[config.mk]
export PLATFORM = sky130hd
export DESIGN_NAME = target_sequencer
export DESIGN_NICKNAME = d
export VERILOG_FILES = /design/src/rtl/pwm_ctrl_pkg.sv /design/src/rtl/button_debounce.sv /design/src/rtl/target_sequencer.sv
export SDC_FILE = /design/constraint.sdc
export NUM_CORES = 1
export LEC_CHECK = 0
export CAP_MARGIN = 25
export CORE_UTILIZATION = 54
export CTS_BUF_LIST = sky130_fd_sc_hd__clkbuf_2
export DETAILED_ROUTE_END_ITERATION = 6
export PLACE_DENSITY = 0.85
export SLEW_MARGIN = 20
export SYNTH_ARGS = -nofsm -noshare
export SYNTH_HDL_FRONTEND = slang
export SYNTH_HIERARCHICAL = 1
export SYNTH_SLANG_ARGS = --single-unit
[constraint.sdc]
create_clock -name clk -period 2.8 [get_ports clk]
set_input_delay 0.56 -clock clk [delete_from_list [all_inputs] [get_ports clk]]
set_output_delay 0.56 -clock clk [all_outputs]
set_load 0.1 [all_outputs]
[src/rtl/pwm_ctrl_pkg.sv]
// Shared types and constants for the PWM run-time control blocks.
package pwm_ctrl_pkg;

    typedef enum logic [1:0] {
        IDLE,
        WAIT_PERIOD,
        RAMP,
        DONE
    } state_t;

    localparam logic [31:0] DEFAULT_TARGET = 32'h4996CDD1;
    localparam int unsigned NUM_LANES      = 4;
    localparam int unsigned LANE_W         = 8;

    // Replace one byte lane of a word, leaving the other lanes intact.
    function automatic logic [31:0] set_lane(input logic [31:0] word,
                                             input logic [1:0]  sel,
                                             input logic [7:0]  val);
        logic [31:0] res;
        res = word;
        for (int i = 0; i < NUM_LANES; i++) begin
            if (sel == 2'(i)) begin
                res[i*LANE_W +: LANE_W] = val;
            end
        end
        return res;
    endfunction

endpackage

[src/rtl/button_debounce.sv]
// Counter-based debouncer: the accepted level follows the raw input only after
// it has disagreed for long enough; a one-cycle pulse marks each accepted press.
module button_debounce #(
    parameter int unsigned DEBOUNCE_CYCLES = 50000
) (
    input  logic clk,
    input  logic rst,
    input  logic raw,
    output logic pressed,
    output logic press_pulse
);

    localparam int unsigned CNT_W = $clog2(DEBOUNCE_CYCLES + 1);

    logic [CNT_W-1:0] cnt_q, cnt_d;
    logic             state_q, state_d;
    logic             pulse_q, pulse_d;

    // NOTE: every always_comb output gets a default first so no path leaves it
    // unassigned; otherwise synthesis infers a latch.
    always_comb begin
        cnt_d   = cnt_q;
        state_d = state_q;
        pulse_d = 1'b0;
        if (raw != state_q) begin
            if (cnt_q == CNT_W'(DEBOUNCE_CYCLES)) begin
                state_d = raw;
                cnt_d   = '0;
                pulse_d = raw;
            end else begin
                cnt_d = cnt_q + 1'b1;
            end
        end else begin
            cnt_d = '0;
        end
    end

    // NOTE: state is updated with non-blocking assignments so every flop
    // samples the pre-edge values, independent of statement order.
    always_ff @(posedge clk) begin
        if (rst) begin
            cnt_q   <= '0;
            state_q <= 1'b0;
            pulse_q <= 1'b0;
        end else begin
            cnt_q   <= cnt_d;
            state_q <= state_d;
            pulse_q <= pulse_d;
        end
    end

    assign pressed     = state_q;
    assign press_pulse = pulse_q;

endmodule

[src/rtl/target_sequencer.sv]
// Stages a 32-bit PWM target byte by byte and transfers it to the active target
// on PWM period boundaries, either at once or as a rate-limited ramp.
module target_sequencer
    import pwm_ctrl_pkg::*;
#(
    parameter int unsigned DEBOUNCE_CYCLES = 50000,
    parameter logic [31:0] RAMP_STEP       = 32'd0,
    parameter logic [31:0] RESET_TARGET    = DEFAULT_TARGET
) (
    input  logic        clk,
    input  logic        rst,
    input  logic [1:0]  byte_sel,
    input  logic [5:0]  sw_value,
    input  logic        btn_load,
    input  logic        btn_commit,
    input  logic        period_end,
    output logic [31:0] target,
    output logic [31:0] staged,
    output logic        pending,
    output logic        commit_ack
);

    logic load_pulse, commit_pulse;
    logic load_held, commit_held;
    logic unused_held;

    button_debounce #(.DEBOUNCE_CYCLES(DEBOUNCE_CYCLES)) u_load_db (
        .clk         (clk),
        .rst         (rst),
        .raw         (btn_load),
        .pressed     (load_held),
        .press_pulse (load_pulse)
    );

    button_debounce #(.DEBOUNCE_CYCLES(DEBOUNCE_CYCLES)) u_commit_db (
        .clk         (clk),
        .rst         (rst),
        .raw         (btn_commit),
        .pressed     (commit_held),
        .press_pulse (commit_pulse)
    );

    assign unused_held = load_held ^ commit_held;

    state_t      state_q, state_d;
    logic [31:0] target_q, target_d;
    logic [31:0] staged_q, staged_d;

    // One ramp step toward staged, computed on 33 bits so the magnitude never wraps.
    logic        ramp_up;
    logic [32:0] ramp_diff;
    logic [31:0] ramp_delta;
    logic [31:0] ramp_next;

    always_comb begin
        ramp_up    = staged_q >= target_q;
        ramp_diff  = ramp_up ? ({1'b0, staged_q} - {1'b0, target_q})
                             : ({1'b0, target_q} - {1'b0, staged_q});
        ramp_delta = (ramp_diff > {1'b0, RAMP_STEP}) ? RAMP_STEP : ramp_diff[31:0];
        ramp_next  = ramp_up ? (target_q + ramp_delta) : (target_q - ramp_delta);
    end

    always_comb begin
        state_d  = state_q;
        target_d = target_q;
        staged_d = staged_q;

        if (load_pulse) begin
            staged_d = set_lane(staged_q, byte_sel, {sw_value, 2'b00});
        end

        unique case (state_q)
            IDLE: begin
                if (commit_pulse) begin
                    state_d = WAIT_PERIOD;
                end
            end
            WAIT_PERIOD: begin
                if (period_end) begin
                    if (RAMP_STEP == '0) begin
                        target_d = staged_q;
                        state_d  = DONE;
                    end else begin
                        target_d = ramp_next;
                        state_d  = (ramp_next == staged_q) ? DONE : RAMP;
                    end
                end
            end
            RAMP: begin
                if (period_end) begin
                    target_d = ramp_next;
                    if (ramp_next == staged_q) begin
                        state_d = DONE;
                    end
                end
            end
            DONE: begin
                state_d = IDLE;
            end
            default: begin
                state_d = IDLE;
            end
        endcase
    end

    always_ff @(posedge clk) begin
        if (rst) begin
            state_q  <= IDLE;
            target_q <= RESET_TARGET;
            staged_q <= RESET_TARGET;
        end else begin
            state_q  <= state_d;
            target_q <= target_d;
            staged_q <= staged_d;
        end
    end

    assign target     = target_q;
    assign staged     = staged_q;
    assign pending    = (state_q != IDLE);
    assign commit_ack = (state_q == DONE);

endmodule

After elaboration in Yosys (flattened, before gate mapping)
Index checks and enable logic that the tools add are counted. Widths: inputs -> output; s select.

Multiplexer cells: 11. Magnitude comparators: 2. Add/sub/neg operators: 6. Reductions and logical operators: 16. Equal/unequal tests: 15. Bitwise operators: 4.

Operator list (number): $mux 32 (4); $sub 32x32->33 (2); $pmux 32 s2 (1); $gt 33x1->1 const B (1); $mux 33 (1); $add 16x1->16 const B (2); $add 32x32->32 (1); $eq 16x16->1 const B (2); $eq 32x32->1 (1); $ge 32x32->1 (1); $sub 32x32->32 (1); $reduce_and 2->1 (6); $reduce_or 3->1 (4); $eq 2x2->1 const B (4); $mux 2 (4); $pmux 2 s4 (1); $ne 2x2->1 const B (3); $eq 2x1->1 const B (2); $logic_not 2->1 (2); $not 1->1 (4); $reduce_and 4->1 (1); $reduce_bool 2->1 (2); $reduce_and 3->1 (1); $ne 1x1->1 (2); $ne 2x1->1 const B (1).

Logic and storage cells: 66. Output and inout port bits: 66. Bits in registers: 98.

Logic depth before layout (Yosys ltp)
Gate-level depths: netlist of the first run.

Depth in word-level cells: 10. Mapped depth: 27. Gate-level depth less buffers: 25.

Modules after synthesis
Netlist of the first run, hierarchy kept.

By module, submodules not included: target_sequencer (seq. area each 1241.2 um2, times used 1, area an instance 5933.2 um2, cells an instance 790); button_debounce (seq. area each 360.3 um2, times used 2, area an instance 818.3 um2, cells an instance 89).

Worst setup path before layout of the first run
No wires, ideal clock.

Kind: reg2reg. From: register target_q[29] (netlist: target[29]). To: register state_q[0]. Arrival: 3.668 ns. Library setup time: 0.121 ns. Required time: 2.679 ns. Stages on the path, launching flop included: 14. Slack: -0.990 ns. Cells stage by stage: dfxtp_1 ha_1 clkbuf_1 nor4b_1 a31oi_1 o211ai_1 a211oi_1 o2111ai_1 nor4_1 nand4_1 or4b_1 nor4_2 a21oi_2 mux2_4.

Cells in the longest elaborated chain, start to end: 9. Elaborated cells on any way between the ends: 12. Classes of those cells: add/sub (4); order compare (2); eq/ne (2); mux (3); reduce/logical (1).

Ends and longest elaborated chain: start, declared (line target_sequencer.sv:46) `logic [31:0] target_q, target_d;`; start signal, assigned (line target_sequencer.sv:113) `target_q <= target_d;`; $sub 32x32->33, or another cell as far along (line target_sequencer.sv:58) `: ({1'b0, target_q} - {1'b0, staged_q});`; $mux 33 (line target_sequencer.sv:57) `ramp_diff = ramp_up ? ({1'b0, staged_q} - {1'b0, target_q})`; $gt 33x1->1 (line target_sequencer.sv:59) `ramp_delta = (ramp_diff > {1'b0, RAMP_STEP}) ? RAMP_STEP : ramp_diff[31:0];`; $mux 32 (line target_sequencer.sv:59); $sub 32x32->32 or $add 32x32->32 (tied branches) (line target_sequencer.sv:60) `ramp_next = ramp_up ? (target_q + ramp_delta) : (target_q - ramp_delta);`; $mux 32 * (line target_sequencer.sv:60); $eq 32x32->1 * (line target_sequencer.sv:92) `if (ramp_next == staged_q) begin`; $ne 2x2->1 (no line) *; $reduce_and 4->1 (no line) *; end signal, assigned (line target_sequencer.sv:112) `state_q <= state_d;`; end, declared (line target_sequencer.sv:45) `state_t state_q, state_d;`.

Every way passes the cells marked *; elsewhere a longest branch is shown, timed or not. A chain may end at the register's enable or synchronous reset.

Final worst setup path of the first run
From: register target_q[2] (netlist: target[2]). To: register state_q[0].

The elaborated chain is that of the path after synthesis.

==> results of run 1 <==
==> per-stage QoR <==
| stage | instances | total power, µW | setup WS, ns |
|---|---|---|---|
| final | 1284 | 9632 | -0.1853 |
| after global routing | 1283 | 10250 | -0.3382 |
| after CTS | 1280 | 8799 | -0.2949 |
| after detailed placement | 1264 | 8015 | -0.7560 |
| after global placement | 1264 | 7966 | -0.6668 |
| after floorplan | 989 | 6546 | -0.1270 |
==> sequential cells by signal (all words and copies together) (netlist names) <==
name / flops
u_load_db/press_pulse: 1
u_commit_db/press_pulse: 1
staged: 28
u_load_db/pressed: 1
u_load_db/cnt_q: 16
u_commit_db/cnt_q: 16
u_commit_db/pressed: 1
state_q: 2
target: 32
==> area by class of cell <==
cell class              instances  share of cell area [%]
diodes                          2                 0.05432
clock buffers                  10                  0.5432
clock inverters                 6                  0.7061
inverters                      64                   2.607
multi-input cells             773                   58.37
flip-flops and latches         98                   22.30
well taps                     176                   2.390
repair buffers                155                   13.04
==> how the worst min path moves through the flow <==
stage | startpoint | end | slack [ns] | cells after the start
5_1_grt | u_load_db/cnt_q[0] | u_load_db/cnt_q[0] | 0.51 | 1
3_3_place_gp | u_load_db/cnt_q[0] | u_load_db/cnt_q[0] | 0.44 | 1
4_1_cts | u_load_db/cnt_q[0] | u_load_db/cnt_q[0] | 0.49 | 1
6_report | u_commit_db/cnt_q[0] | u_commit_db/cnt_q[0] | 0.49 | 1
2_1_floorplan | u_commit_db/cnt_q[0] | u_commit_db/cnt_q[0] | 0.43 | 1
3_5_place_dp | u_load_db/cnt_q[0] | u_load_db/cnt_q[0] | 0.45 | 1
==> cell usage after synthesis (3+ instances only) <==
library cell,count
a211oi_1,10
a21boi_0,4
a21o_1,12
a21oi_1,70
a31oi_1,8
and2_1,9
and3_1,10
and4_1,6
and4b_1,3
buf_1,3
buf_2,8
buf_4,5
clkbuf_1,34
dfxtp_1,98
ha_1,74
inv_1,63
mux2i_1,26
nand2_1,99
nand2b_1,4
nand3_1,21
nand3b_1,3
nand4_1,20
nor2_1,91
nor2b_1,4
nor3_1,14
nor3b_1,3
nor4_1,24
nor4b_1,6
o2111ai_1,4
o211ai_1,40
o21a_1,4
o21ai_0,45
o21ai_1,6
o21bai_1,3
o31ai_1,5
or2_2,6
or3_1,5
or4_1,3
xnor2_1,40
xor2_1,36
==> routing by layer <==
layer	vias to the layer above	track usage [%]	wire length, µm	part of all wire, %
met5	-	0	0	0
met4	0	11.27	730	3.2
met1	3639	42.64	10270	45
li1	3692	-	-	-
met3	70	6.038	1722	7.5
met2	328	52.66	10210	45
==> critical path, delay by kind of cell, from the launching register on <==
family / cells / cell delay, ns
AND/OR/NAND/NOR: 4 / 1.09
AO/OA/AOI/OAI: 4 / 0.58
flip-flops: 1 / 0.42
adder cells (fa/ha/maj): 1 / 0.26
multiplexers: 1 / 0.30
XOR/XNOR: 2 / 0.29
==> repair_timing <==
item,CTS,global route
resized for setup,9,11
pin swaps,0,5
setup buffers,0,1
hold endpoints to repair,0,0
endpoints found under the setup margin,2,2
==> kinds of logic after synthesis <==
| group | count (synthesis) |
|---|---|
| simple gates | 339 |
| compound gates | 231 |
| buf+inv | 118 |
| flops | 98 |
| xor+xnor | 78 |
| fa+ha+maj | 75 |
| mux | 27 |
| other cells | 2 |
==> where the power goes <==
part	total [µW]	internal, µW	switching [µW]	leakage (µW)
Combinational	7380	2990	4390	0.00318
Clock	745	215	531	0.0000743
Sequential	1500	1450	48.2	0.000798
==> metrics, run 1 <==
Worst path max stage delay 0.55 ns; Final ANT Viol Nets 0; Post-Syn Area per Cell 7.820 µm²; Via density between 6 and 7; FF-to-FF End state_q[0]; critical path class flip-flop to flip-flop; Peak VDD IR 0.7796 mV; CTS Buf Count 9; CORE AREA 13450 µm²; H-tree levels 3; Compound-Gate Fraction of Synth Area between 10% and 20%; Final Cycle Share 106.6%; drt wl/cell roughly 18 µm; cell taking the most area after synthesis dfxtp_1; top post-synthesis cells by area dfxtp_1, ha_1, nand2_1, a21oi_1, xnor2_1; Post-Synth Adder-Cell Area between 10% and 20%; Area Overhead vs Synth 21.72%; Hold Slack ~0.49 ns; Final Max Slew Viols 0; Initial Util approximately 56%; worst-case clock skew between 0.04 and 0.05 ns; layout net count between 1000 and 1500; cts hold-fix bufs 0; Syn. warnings 6; Worst-path clk slew approximately 0.3 ns; CP Data Arrival Time between 3 and 4 ns; initial drt markers around 680; #FFs+latches synth 98; Netlist Area Pre-Place ~7600 µm²; XOR/XNOR share of the synthesized area roughly a tenth; status complete, but fails checks; Reg-to-Reg Start target[2]; row count 42; RePlAce Congestion approximately 1; Period minus WS final ~3 ns; post-synthesis simple-gate area fraction 22.31%; Die ar. about 14000 µm²; sequential share of the synthesized area between 20% and 30%; Pwr Density between 1000 and 1500 nW/µm²; Worst Max-Slew Pin Slew 0.8877 ns; Worst Hold Class flip-flop to flip-flop; post-synth top area share 25.92%; first-pass GRT wire length 36620 µm; initial antenna violation count 1; CP Capture Type flip-flop; unique cell type count in the Yosys netlist 69; CTS Sinks 98; layout cells sized above 1 between 20 and 25%; R2R depth 12; Tot GR Track Use between 30 and 40%; CTS Buffer Depth 2; Syn Inst Count 968; Die Width ~120 µm; largest net degree at the start of global routing 44; area of the multi-input gates about 5400 µm²; crit path from target[2]; number of port buffers 74; post-route cell area roughly 9000 µm²; FFs w/ async S/R, synth 0%; GRT overflow 0; commonest non-fill, non-tap cell in the layout buf_4; Lkg Pwr 0.004049 µW; Via Count ~7700; largest family of logic cells by synthesized area simple AND/OR/NAND/NOR gates; hpwl dp around 17000 µm; FMAX roughly 0.33 GHz; post-synthesis mux area share approximately 3.6%; Hold Fails Final Rpt 0; worst reg-to-reg setup slack -0.19 ns; Clk Latency, worst-skew pair 0.66 ns; DRT Pass-1 Iters 5; vias in the first global route ~7200; WP data required about 3.4 ns; Sequential Area between 2000 and 2500 µm²; worst-path fanout max 2; Crit-path slowest cell or4b_4; Max-cap violations 0; most frequent cells in the layout buf_4, nand2_1, nor2_1; dpl cell area approximately 9000 µm²; CP Launch Type flip-flop; Fin Setup TNS -0.3219 ns; setup violators final 2; height of the die around 120 µm; root buf cell clkbuf_2; slew margin rel. 40.82%; Core Util, Final 68.49%; CP cell instances ha_4 -> xnor2_4 -> xnor2_2 -> o211ai_1 -> a211oi_2 -> o2111ai_1 -> nor4_2 -> nand4_1 -> or4b_4 -> nor4_4 -> a21oi_2 -> mux2_4; CP endpoint state_q[0]; number of I/O pins 79; Worst Slack Setup Final -0.1853 ns; failing checks setup timing; # fillers between 1000 and 1500; RSZ-0062 raised after global routing true; CTS tree yes; # DRC 0; drt total wl between 20000 and 25000 µm; Post-synth EDFFs 0; dominant synthesized flop cell dfxtp_1
Power figures use the tool's default switching activity.
==> run 2: changes to the inputs <==
--- a/config.mk
+++ b/config.mk
@@ -9,9 +9,8 @@
 export CORE_UTILIZATION = 54
 export CTS_BUF_LIST = sky130_fd_sc_hd__clkbuf_2
 export DETAILED_ROUTE_END_ITERATION = 6
-export PLACE_DENSITY = 0.85
+export PLACE_DENSITY = 0.84
 export SLEW_MARGIN = 20
 export SYNTH_ARGS = -nofsm -noshare
 export SYNTH_HDL_FRONTEND = slang
-export SYNTH_HIERARCHICAL = 1
 export SYNTH_SLANG_ARGS = --single-unit
==> constraint.sdc (replaced) <==
create_clock -name clk -period 2.8 [get_ports clk]
set_input_delay 0.56 -clock clk [delete_from_list [all_inputs] [get_ports clk]]
set_output_delay 0.56 -clock clk [all_outputs]
set_load 0.05 [all_outputs]
==> metrics, run 2 <==
status completed; number of port buffers 74 (unchanged); worst-case clock skew 0.01981 ns (-0.02435 ns); sequential share of the synthesized area 25.24% (-0.68 points); vias in the first global route 6977 (-3.3%); post-synth top area share 25.24% (-0.68 points); Crit-path slowest cell clkdlybuf4s50_1; hpwl dp 16530 µm (-4.1%); top post-synthesis cells by area dfxtp_1, ha_1, nor2_1, nand2_1, xnor2_1; worst-path fanout max 7 (+5); setup violators final 0 (-2); height of the die 122.0 µm (+1.3%); CP Capture Type output pin; WP data required 2.24 ns (-1.17 ns); top-count cell post-synth nor2_1; Final ANT Viol Nets 0 (unchanged); dominant synthesized flop cell dfxtp_1; CTS Buf Count 9 (unchanged); Via Count 7574 (-2.0%); synth cell count leaders nor2_1, dfxtp_1, nand2_1; max reg flops 32 (unchanged); Fin Setup TNS 0 ns (+0.3219 ns); critical path class flip-flop to output pin; FFs w/ async S/R, synth 0% (unchanged); Worst-path clk slew 0.27 ns (-0.03 ns); Area Overhead vs Synth 16.63%; # fillers 1255 (+7.3%); Worst path max stage delay 0.89 ns (+0.34 ns); layout cells sized above 1 9.232% (-12 points); drt total wl 22340 µm (-2.6%); Final Max Slew Viols 0 (unchanged); CORE AREA 13990 µm² (+4.0%); CP Launch Type flip-flop; largest net degree at the start of global routing 37 (-16%); CP top delay family buffers and inverters; unique cell type count in the Yosys netlist 90 (+30%); n_diodes 0 (-2); GRT overflow 0 (unchanged); Via density 5.945 (-1.2%); FMAX 0.3653 GHz (+9.0%); Die Width 122.0 µm (+1.3%); Post-Syn Area per Cell 7.884 µm² (+0.82%); Peak VDD IR 0.4904 mV (-37%); Initial Util 55.57% (-0.70 points); root buf cell clkbuf_2; Syn Inst Count 986 (+1.9%); Pwr Density 1162 nW/µm² (+11%); Core Util, Final 64.81% (-3.7 points); Final Cycle Share 97.77% (-8.8 points); CP cell instances clkdlybuf4s50_1; FF-to-FF End state_q[0]; worst reg-to-reg setup slack 0.13 ns (+0.32 ns); crit path from staged[24]; layout net count 1177 (-1.0%); Netlist Area Pre-Place 7774 µm² (+2.7%); initial drt markers 706 (+4.3%); CTS Buffer Depth 2 (unchanged); R2R depth 11 (-1); CTS tree yes; Hold Fails Final Rpt 0 (unchanged); buffer and inverter count on the worst path 1 (+1); cell taking the most area after synthesis dfxtp_1; Tot GR Track Use 30.64% (-1.7 points); first-pass GRT wire length 35130 µm (-4.1%); RePlAce Congestion 1.004 (+1.1%); slew margin rel. 50.58% (+9.8 points); most frequent cells in the layout nor2_1, dfxtp_1, nand2_1; #FFs+latches synth 98 (unchanged); Lkg Pwr 0.003901 µW (-3.7%); initial antenna violation count 0 (-1); Crit path depth 1 (-11); drt wl/cell 17.54 µm (-1.8%); Max-cap violations 0 (unchanged); H-tree levels 3 (unchanged); Syn. warnings 0 (-6); commonest non-fill, non-tap cell in the layout nor2_1; RSZ-0062 raised after global routing false; Worst Max-Slew Pin Slew 0.7393 ns (-0.1484 ns); cts hold-fix bufs 0 (unchanged); CP Data Arrival Time 2.18 ns (-1.41 ns); CP endpoint staged[24]; number of I/O pins 79 (unchanged); Reg-to-Reg Start target[2]; DRT Pass-1 Iters 6 (+1); Clk Latency, worst-skew pair 0.63 ns (-0.03 ns); Post-synth EDFFs 0 (unchanged); Worst Hold Class flip-flop to flip-flop; Die ar. 14880 µm² (+2.6%); Period minus WS final 2.738 ns (-0.2476 ns); row count 43 (+2.4%); # DRC 0 (unchanged); CTS Sinks 98 (unchanged)
run 2: worst min-delay path by stage:
stage,to,cells after the start,startpoint
after floorplan,u_commit_db.cnt_q[0],1,u_commit_db.cnt_q[0]
after CTS,u_load_db.press_pulse,2,btn_load
after global routing,u_load_db.press_pulse,2,btn_load
after detailed placement,u_commit_db.cnt_q[0],1,u_commit_db.cnt_q[0]
after global placement,u_commit_db.cnt_q[0],1,u_commit_db.cnt_q[0]
final,u_commit_db.cnt_q[0],1,u_commit_db.cnt_q[0]
run 2: repair_timing:
action	4_1_cts	5_1_grt
pin swaps	6	3
setup endpoints to repair	3	2
gates resized for setup	5	9
buffers inserted	1	0
endpoints found under the hold margin	0	0
run 2: kinds of logic after synthesis:
family | count (synthesis) | synth area share (%)
buf+inv | 128 | 6.744
mux | 19 | 2.543
flops | 98 | 25.24
compound gates | 223 | 20.28
xor+xnor | 73 | 9.174
fa+ha+maj | 75 | 12.17
simple gates | 368 | 23.76
other cells | 2 | 0.09661
run 2: report_power, final:
group | leakage [µW] | total, µW | switching (µW) | internal, µW
Combinational | 0.00305 | 8270 | 4920 | 3340
Clock | 0.0000568 | 618 | 504 | 113
Sequential | 0.000796 | 1650 | 132 | 1520
run 2: cell type report:
type	instances	area (µm²)	area share, %
inverter	82	307.8	3.395
sequential	98	1968	21.71
clock buffer	10	50.05	0.5520
clock inverter	6	33.78	0.3726
multi-input combinational	781	5411	59.69
tap	180	225.2	2.484
timing repair buffer	117	1070	11.80
run 2: per-stage QoR:
| step | instances | setup WS [ns] | cell area (µm²) | hold slack [ns] | power (µW) |
|---|---|---|---|---|---|
| global route | 1274 | 0.001730 | 9066 | 0.5242 | 11270 |
| CTS | 1273 | 0.04132 | 9015 | 0.4740 | 9918 |
| detailed placement | 1256 | -0.3669 | 8914 | 0.4717 | 9246 |
| finish | 1274 | 0.06236 | 9066 | 0.5135 | 10530 |
| floorplan | 1007 | 0.01225 | 7853 | 0.4418 | 7724 |
| global placement | 1256 | -0.2734 | 8914 | 0.4607 | 9156 |
run 2: per-layer routing:
layer | up-vias | track usage (%) | wire [µm]
met1 | 3519 | 39.37 | 9679
met3 | 65 | 6.367 | 1745
met5 | - | 0 | 0
met2 | 333 | 48.83 | 10050
li1 | 3657 | - | -
met4 | 0 | 14.35 | 867
